--- src/rtl/sdram_test_sequencer_if.sv ---
// Controller-side request/ack bus between sdram_test_sequencer and sdram_controller.
// The sequencer uses the master modport; the controller (or a model of it) uses slave.
interface sdram_test_sequencer_if #(
  parameter int ADDR_W = 22,
  parameter int DATA_W = 128
);
  logic              owrite_req;
  logic [ADDR_W-1:0] owrite_address;
  logic [DATA_W-1:0] owrite_data;
  logic              iwrite_ack;
  logic              oread_req;
  logic [ADDR_W-1:0] oread_address;
  logic [DATA_W-1:0] iread_data;
  logic              iread_ack;

  modport master (
    output owrite_req, owrite_address, owrite_data,
    input  iwrite_ack,
    output oread_req, oread_address,
    input  iread_data, iread_ack
  );

  modport slave (
    input  owrite_req, owrite_address, owrite_data,
    output iwrite_ack,
    input  oread_req, oread_address,
    output iread_data, iread_ack
  );
endinterface

--- src/rtl/sdram_test_sequencer.sv ---
// SDRAM exerciser: manual single writes/reads and an automatic write/readback sweep
// over DEPTH consecutive addresses, reporting pass/fail, error count and first bad address.
// Optional feature macro: SDRAM_SEQ_TIMEOUT_EN enables the ack watchdog and the TOUT state.
module sdram_test_sequencer #(
  parameter int DATA_W  = 128,
  parameter int ADDR_W  = 22,
  parameter int DEPTH   = 4,
  parameter int ERR_W   = 16,
  parameter int TIMEOUT = 1024
) (
  input  logic                    iclk,
  input  logic                    ireset,
  input  logic                    icmd_write,
  input  logic                    icmd_read,
  input  logic                    icmd_sweep,
  input  logic [ADDR_W-1:0]       iaddress,
  input  logic [DATA_W-1:0]       idata,
  sdram_test_sequencer_if.master  mem,
  output logic [DATA_W-1:0]       odata,
  output logic                    obusy,
  output logic                    odone,
  output logic                    opass,
  output logic [ERR_W-1:0]        oerr_count,
  output logic [ADDR_W-1:0]       oerr_addr,
  output logic                    otimeout,
  output logic [2:0]              ostate
);

  localparam int IDX_W = (DEPTH > 1) ? $clog2(DEPTH) : 1;

  typedef enum logic [2:0] {
    IDLE  = 3'd0,
    WR    = 3'd1,
    RD    = 3'd2,
    SW_WR = 3'd3,
    SW_RD = 3'd4,
    DONE  = 3'd5,
    TOUT  = 3'd6
  } state_t;

  state_t            state_q, state_d;
  logic [2:0]        cmd_prev_q, cmd_prev_d;
  logic [IDX_W-1:0]  idx_q, idx_d;
  logic [ADDR_W-1:0] base_q, base_d;
  logic [DATA_W-1:0] seed_q, seed_d;
  logic              wr_req_q, wr_req_d;
  logic [ADDR_W-1:0] wr_addr_q, wr_addr_d;
  logic [DATA_W-1:0] wr_data_q, wr_data_d;
  logic              rd_req_q, rd_req_d;
  logic [ADDR_W-1:0] rd_addr_q, rd_addr_d;
  logic [DATA_W-1:0] data_q, data_d;
  logic              busy_q, busy_d;
  logic              done_q, done_d;
  logic              pass_q, pass_d;
  logic [ERR_W-1:0]  err_count_q, err_count_d;
  logic [ADDR_W-1:0] err_addr_q, err_addr_d;
  logic              timeout_q, timeout_d;

  logic              wr_edge, rd_edge, sw_edge;
  logic              idx_last;
  logic [IDX_W-1:0]  idx_inc;
  logic [ADDR_W-1:0] next_addr;
  logic [DATA_W-1:0] expected;

`ifdef SDRAM_SEQ_TIMEOUT_EN
  localparam int TMO_W = (TIMEOUT > 2) ? $clog2(TIMEOUT) : 1;
  logic [TMO_W-1:0]  tmo_cnt_q, tmo_cnt_d;
`endif

  // Next-state, handshake and result logic; every register defaults to holding its value.
  always_comb begin
    state_d     = state_q;
    cmd_prev_d  = {icmd_sweep, icmd_read, icmd_write};
    idx_d       = idx_q;
    base_d      = base_q;
    seed_d      = seed_q;
    wr_req_d    = wr_req_q;
    wr_addr_d   = wr_addr_q;
    wr_data_d   = wr_data_q;
    rd_req_d    = rd_req_q;
    rd_addr_d   = rd_addr_q;
    data_d      = data_q;
    done_d      = 1'b0;
    pass_d      = pass_q;
    err_count_d = err_count_q;
    err_addr_d  = err_addr_q;
    timeout_d   = timeout_q;

    wr_edge   = icmd_write & ~cmd_prev_q[0];
    rd_edge   = icmd_read  & ~cmd_prev_q[1];
    sw_edge   = icmd_sweep & ~cmd_prev_q[2];
    idx_last  = (idx_q == IDX_W'(DEPTH - 1));
    idx_inc   = idx_q + IDX_W'(1);
    next_addr = base_q + ADDR_W'(idx_inc);
    expected  = seed_q + DATA_W'(idx_q);

    case (state_q)
      IDLE: begin
        if (wr_edge) begin
          state_d   = WR;
          wr_req_d  = 1'b1;
          wr_addr_d = iaddress;
          wr_data_d = idata;
          timeout_d = 1'b0;
        end else if (rd_edge) begin
          state_d   = RD;
          rd_req_d  = 1'b1;
          rd_addr_d = iaddress;
          timeout_d = 1'b0;
        end else if (sw_edge) begin
          state_d     = SW_WR;
          base_d      = iaddress;
          seed_d      = idata;
          idx_d       = '0;
          wr_req_d    = 1'b1;
          wr_addr_d   = iaddress;
          wr_data_d   = idata;
          err_count_d = '0;
          err_addr_d  = '0;
          pass_d      = 1'b0;
          timeout_d   = 1'b0;
        end
      end
      WR: begin
        if (mem.iwrite_ack) begin
          state_d  = IDLE;
          wr_req_d = 1'b0;
        end
      end
      RD: begin
        if (mem.iread_ack) begin
          state_d  = IDLE;
          rd_req_d = 1'b0;
          data_d   = mem.iread_data;
        end
      end
      SW_WR: begin
        if (mem.iwrite_ack) begin
          if (idx_last) begin
            state_d   = SW_RD;
            idx_d     = '0;
            wr_req_d  = 1'b0;
            rd_req_d  = 1'b1;
            rd_addr_d = base_q;
          end else begin
            idx_d     = idx_inc;
            wr_addr_d = next_addr;
            wr_data_d = seed_q + DATA_W'(idx_inc);
          end
        end
      end
      SW_RD: begin
        if (mem.iread_ack) begin
          data_d = mem.iread_data;
          if (mem.iread_data != expected) begin
            if (err_count_q != {ERR_W{1'b1}}) begin
              err_count_d = err_count_q + ERR_W'(1);
            end
            if (err_count_q == '0) begin
              err_addr_d = rd_addr_q;
            end
          end
          if (idx_last) begin
            state_d  = DONE;
            idx_d    = '0;
            rd_req_d = 1'b0;
            done_d   = 1'b1;
            pass_d   = (err_count_d == '0);
          end else begin
            idx_d     = idx_inc;
            rd_addr_d = next_addr;
          end
        end
      end
      DONE:    state_d = IDLE;
      TOUT:    state_d = IDLE;
      default: state_d = IDLE;
    endcase

`ifdef SDRAM_SEQ_TIMEOUT_EN
    tmo_cnt_d = '0;
    if (wr_req_q | rd_req_q) begin
      if ((wr_req_q & mem.iwrite_ack) | (rd_req_q & mem.iread_ack)) begin
        tmo_cnt_d = '0;
      end else if (tmo_cnt_q == TMO_W'(TIMEOUT - 1)) begin
        tmo_cnt_d = '0;
        state_d   = TOUT;
        idx_d     = '0;
        wr_req_d  = 1'b0;
        rd_req_d  = 1'b0;
        timeout_d = 1'b1;
        pass_d    = 1'b0;
        done_d    = 1'b1;
      end else begin
        tmo_cnt_d = tmo_cnt_q + TMO_W'(1);
      end
    end
`endif

    busy_d = (state_d != IDLE);
  end

  // State and output registers with synchronous active-high reset to all zeros / IDLE.
  always_ff @(posedge iclk) begin
    if (ireset) begin
      state_q     <= IDLE;
      cmd_prev_q  <= '0;
      idx_q       <= '0;
      base_q      <= '0;
      seed_q      <= '0;
      wr_req_q    <= 1'b0;
      wr_addr_q   <= '0;
      wr_data_q   <= '0;
      rd_req_q    <= 1'b0;
      rd_addr_q   <= '0;
      data_q      <= '0;
      busy_q      <= 1'b0;
      done_q      <= 1'b0;
      pass_q      <= 1'b0;
      err_count_q <= '0;
      err_addr_q  <= '0;
      timeout_q   <= 1'b0;
`ifdef SDRAM_SEQ_TIMEOUT_EN
      tmo_cnt_q   <= '0;
`endif
    end else begin
      state_q     <= state_d;
      cmd_prev_q  <= cmd_prev_d;
      idx_q       <= idx_d;
      base_q      <= base_d;
      seed_q      <= seed_d;
      wr_req_q    <= wr_req_d;
      wr_addr_q   <= wr_addr_d;
      wr_data_q   <= wr_data_d;
      rd_req_q    <= rd_req_d;
      rd_addr_q   <= rd_addr_d;
      data_q      <= data_d;
      busy_q      <= busy_d;
      done_q      <= done_d;
      pass_q      <= pass_d;
      err_count_q <= err_count_d;
      err_addr_q  <= err_addr_d;
      timeout_q   <= timeout_d;
`ifdef SDRAM_SEQ_TIMEOUT_EN
      tmo_cnt_q   <= tmo_cnt_d;
`endif
    end
  end

  assign mem.owrite_req     = wr_req_q;
  assign mem.owrite_address = wr_addr_q;
  assign mem.owrite_data    = wr_data_q;
  assign mem.oread_req      = rd_req_q;
  assign mem.oread_address  = rd_addr_q;
  assign odata              = data_q;
  assign obusy              = busy_q;
  assign odone              = done_q;
  assign opass              = pass_q;
  assign oerr_count         = err_count_q;
  assign oerr_addr          = err_addr_q;
  assign otimeout           = timeout_q;
  assign ostate             = state_q;

endmodule

--- src/flat_wrapper.sv ---
// flat-port wrapper written by rule: the top's interface ports become plain ports
module sdram_test_sequencer_flat 
#(
  parameter int DATA_W  = 128,
  parameter int ADDR_W  = 22,
  parameter int DEPTH   = 4,
  parameter int ERR_W   = 16,
  parameter int TIMEOUT = 1024
)
  (iclk, ireset, icmd_write, icmd_read, icmd_sweep, iaddress, idata, odata, obusy, odone, opass, oerr_count, oerr_addr, otimeout, ostate, mem_owrite_req, mem_owrite_address, mem_owrite_data, mem_iwrite_ack, mem_oread_req, mem_oread_address, mem_iread_data, mem_iread_ack);
  sdram_test_sequencer_if #(.ADDR_W(ADDR_W), .DATA_W(DATA_W)) mem_i ();
  input  logic iclk;
  input  logic ireset;
  input  logic icmd_write;
  input  logic icmd_read;
  input  logic icmd_sweep;
  input  logic [ADDR_W-1:0] iaddress;
  input  logic [DATA_W-1:0] idata;
  output logic [DATA_W-1:0] odata;
  output logic obusy;
  output logic odone;
  output logic opass;
  output logic [ERR_W-1:0] oerr_count;
  output logic [ADDR_W-1:0] oerr_addr;
  output logic otimeout;
  output logic [2:0] ostate;
  output wire logic [$bits(mem_i.owrite_req)-1:0] mem_owrite_req;
  output wire logic [$bits(mem_i.owrite_address)-1:0] mem_owrite_address;
  output wire logic [$bits(mem_i.owrite_data)-1:0] mem_owrite_data;
  input wire logic [$bits(mem_i.iwrite_ack)-1:0] mem_iwrite_ack;
  output wire logic [$bits(mem_i.oread_req)-1:0] mem_oread_req;
  output wire logic [$bits(mem_i.oread_address)-1:0] mem_oread_address;
  input wire logic [$bits(mem_i.iread_data)-1:0] mem_iread_data;
  input wire logic [$bits(mem_i.iread_ack)-1:0] mem_iread_ack;
  assign mem_owrite_req = mem_i.owrite_req;
  assign mem_owrite_address = mem_i.owrite_address;
  assign mem_owrite_data = mem_i.owrite_data;
  assign mem_i.iwrite_ack = mem_iwrite_ack;
  assign mem_oread_req = mem_i.oread_req;
  assign mem_oread_address = mem_i.oread_address;
  assign mem_i.iread_data = mem_iread_data;
  assign mem_i.iread_ack = mem_iread_ack;
  sdram_test_sequencer #(.DATA_W(DATA_W), .ADDR_W(ADDR_W), .DEPTH(DEPTH), .ERR_W(ERR_W), .TIMEOUT(TIMEOUT)) u_core (.iclk(iclk), .ireset(ireset), .icmd_write(icmd_write), .icmd_read(icmd_read), .icmd_sweep(icmd_sweep), .iaddress(iaddress), .idata(idata), .mem(mem_i), .odata(odata), .obusy(obusy), .odone(odone), .opass(opass), .oerr_count(oerr_count), .oerr_addr(oerr_addr), .otimeout(otimeout), .ostate(ostate));
endmodule
--- config.mk ---
export PLATFORM = sky130hd
export DESIGN_NAME = sdram_test_sequencer_flat
export DESIGN_NICKNAME = d
export VERILOG_FILES = /design/src/rtl/sdram_test_sequencer_if.sv /design/src/rtl/sdram_test_sequencer.sv /design/src/flat_wrapper.sv
export SDC_FILE = /design/constraint.sdc
export NUM_CORES = 2
export LEC_CHECK = 0
export BUFFER_PORTS_ARGS = -buffer_cell sky130_fd_sc_hd__buf_2
export CAP_MARGIN = 15
export CELL_PAD_IN_SITES_DETAIL_PLACEMENT = 1
export CELL_PAD_IN_SITES_GLOBAL_PLACEMENT = 2
export CORE_MARGIN = 5
export CORE_UTILIZATION = 33
export DETAILED_ROUTE_END_ITERATION = 16
export GPL_ROUTABILITY_DRIVEN = 0
export PLACE_DENSITY_LB_ADDON = 0.1
export SETUP_SLACK_MARGIN = 0.3
export SYNTH_ARGS = -nofsm -noshare
export SYNTH_HDL_FRONTEND = slang
export SYNTH_SLANG_ARGS = --single-unit
export TNS_END_PERCENT = 100
--- constraint.sdc ---
create_clock -name iclk -period 7.9 [get_ports iclk]
set_input_delay 0.395 -clock iclk [delete_from_list [all_inputs] [get_ports iclk]]
set_output_delay 0.395 -clock iclk [all_outputs]
set_load 0.01 [all_outputs]
==> impl_metrics.toml <==
[timing]
hold_viol_final = 0
period_needed_ps = 6159
setup_violations = 0
final-max-slew-violation-count = 0
tns_ps = 0
max_slew_margin_pct = 18.08
post-route-period-util_pct = 77.96
hold_ws_ps = 24.90
clock_skew_ps = 30.62
tightest_slew_ps = 1219
rsz0062_at_grt = "false"
fmax_mhz = 162.4

[global_routing]
grt_usage_pct = 29.79
grt_max_degree = 181
antenna_found_initial = 9
grt_pass1_wl_um = 214000
globalRouteOverflowTotal = 0
grt_pass1_vias = 31060

[setup_path]
arrival_ps = 6640
path_cells = "nand4_1, nor4_1, nand4_1, or4_1, a2111oi_0, and4b_1, nand4_1, nor4_1, nand2_2, nand4_1, a21o_1, or2_2, a21oi_1"
cp_max_fo = 23
cp-end-kind = "register"
cpMostUsedCell = "nand4_1"
r2r_slack_ps = 1740
cp.required_ps = 8380
worstSetupPathType = "register to register"
worst_path_max_delay_cell = "nand4_1"
cp-start-kind = "register"
worst-path-buf-inv = 0
cp_slowest_stage_delay_ps = 860
cp_top_family = "simple AND/OR/NAND/NOR gates"

[synth]
synth_area_per_cell_um2 = 7.248
yosysWarnings = 0
ys_seq_area_share_pct = 34.99
synthTopCellsByArea = "dfxtp_1 35%, nand2_1 9.3%, a21oi_1 8.4%"
yosysMostFrequentCell = "nand2_1"
netlist_instances = 3955
synth_area_leader_cell = "dfxtp_1"
synthArstFlopShare_pct = 0
synth_ff_type = "dfxtp_1"
synth_edf_count = 0
ys_top_cells_by_count = "713 x nand2_1, 501 x dfxtp_1, 492 x nor2_1"
synth_top_cell_area_share_pct = 34.99
syn_nets = 4252
synth-seq-cells = 501
synth_cell_types = 88
netlist_area_um2 = 28660

[place]
hpwl_um = 113300
numPortBuffers = 630
dp_cells = 5422

[floorplanning]
rows = 108
boundaryPins = 632
dieArea_um2 = 92860
die_h_um = 304.7
start_util_pct = 33.15
die_x_um = 304.7
core-area_um2 = 86480

[clock_network]
clk_pin_slew_worst_paths_ps = 60
insertion_delay_ps = 650
cts.path.max_buffers = 3
cts-htree-levels = 2
cts_buffers = 60
ctsRootBufferMaster = "clkbuf_16"
cts.sinks = 501
cts_tree = "built"

[layout]
nets = 4693
drive_gt1_share_pct = 17.85
multiInputGateArea_um2 = 17100
final_cells = 5605
num-fill-cells = 10910
final_core_util_pct = 40.26
area_delta_synth_final_pct = 21.47
final-seq-area_um2 = 10030

[pwr]
powerDensity_nw_per_um2 = 201.4
p_leak_nw = 12.58
vdd_ir_drop_max_uv = 139.7
finalPower_mw = 7.011

[job]
cap_violations = 0

[route]
vias = 31620
postRouteAntennaNets = 0
drtPass1Iterations = 6
first_iter_violations = 2652
routed_wl_um = 146500
drc_errors = 0
vias_per_cell = 5.642
wl_per_cell_um = 26.14

[run_status]
status = "finished clean"

[hold_path]
hold_path_class = "primary input to register"
[tightest hold or removal path, delay by kind of cell]
kind                   cells  cell delay (ps)
AO/OA/AOI/OAI              1               50
buffers and inverters      1              110
AND/OR/NAND/NOR            1               50
[path summary, 6_finish.rpt]
kind	endpoint	start	cells past startpoint
min	u_core.seed_q[20]$_SDFFE_PP0P_	idata[20]	3
max reg2reg	u_core.oerr_addr[21]$_SDFFE_PP0P_	u_core.seed_q[19]$_SDFFE_PP0P_	13
max	u_core.oerr_addr[21]$_SDFFE_PP0P_	u_core.seed_q[19]$_SDFFE_PP0P_	13
min reg2reg	u_core.odata[104]$_SDFFE_PP0P_	u_core.odata[104]$_SDFFE_PP0P_	2
[repair_timing]
action / in CTS / in global routing
hold buffers: 67 / 0
hold endpoints to repair: 67 / 0
resized for setup: 0 / 0
setup buffers: 0 / 0
[power breakdown]
group          leakage, nW  internal [mW]  switching (mW)  total, mW
Clock                0.979           1.65            1.17       2.81
Sequential            4.08           2.70           0.185       2.89
Combinational         7.52          0.459           0.848       1.31
Total                 12.6           4.81            2.20       7.01
[routing by layer]
metal,global-route usage [%],up-vias,wire (µm)
met5,0,-,13
met4,8.443,2,4974
met3,6.152,238,11390
met2,49.32,1252,67240
met1,39.51,15420,62890
li1,-,14710,-
[sequential cells by signal (all words and copies together) (netlist names)]
name / cells
u_core.odone: 1
u_core.obusy: 1
u_core.mem.owrite_data: 128
u_core.base_q: 22
u_core.ostate: 3
u_core.oerr_addr: 22
u_core.mem.owrite_address: 22
u_core.oerr_count: 16
u_core.idx_q: 2
u_core.mem.oread_req: 1
u_core.mem.owrite_req: 1
u_core.seed_q: 128
u_core.opass: 1
u_core.odata: 128
u_core.cmd_prev_q: 3
u_core.mem.oread_address: 22
[logic make-up after synthesis]
logic type / count (synthesis) / synth area share (%)
and+or+nand+nor: 1854 / 30.25
AOI/OAI and AO/OA: 869 / 18.31
DFF: 501 / 34.99
buffers and inverters: 384 / 5.535
xor gates and xnor gates: 325 / 9.978
adders and majority gates: 12 / 0.6024
muxes: 9 / 0.3230
other: 1 / 0.01308
[placed cells by master (no fill, tap or decap), types with 85 or more instances in the layout]
cell / Yosys / layout
nand2_1: 713 / 713
buf_2: 70 / 629
dfxtp_1: 501 / 501
nor2_1: 492 / 492
a21oi_1: 481 / 481
xnor2_1: 205 / 205
a211oi_1: 149 / 148
nand4_1: 145 / 145
xor2_1: 119 / 119
nor3_1: 99 / 98
nand3_1: 98 / 97
nor4_1: 87 / 85
[area by class of cell]
class                   count  area share [%]
multi-input cells        3070           49.11
flip-flops and latches    501           28.81
repair buffers            723           11.79
clock buffers              91           5.135
well taps                1155           4.151
clock inverters            18          0.5354
inverters                  40          0.4312
diodes                      7         0.05031
[stage by stage]
step	instance area [µm²]	setup slack (ps)
CTS	34800	1866
floorplan	28670	3906
detailed placement	32160	1874
global placement	32160	2144
finish	34820	1741
global route	34810	1385
Power figures use the tool's default switching activity.
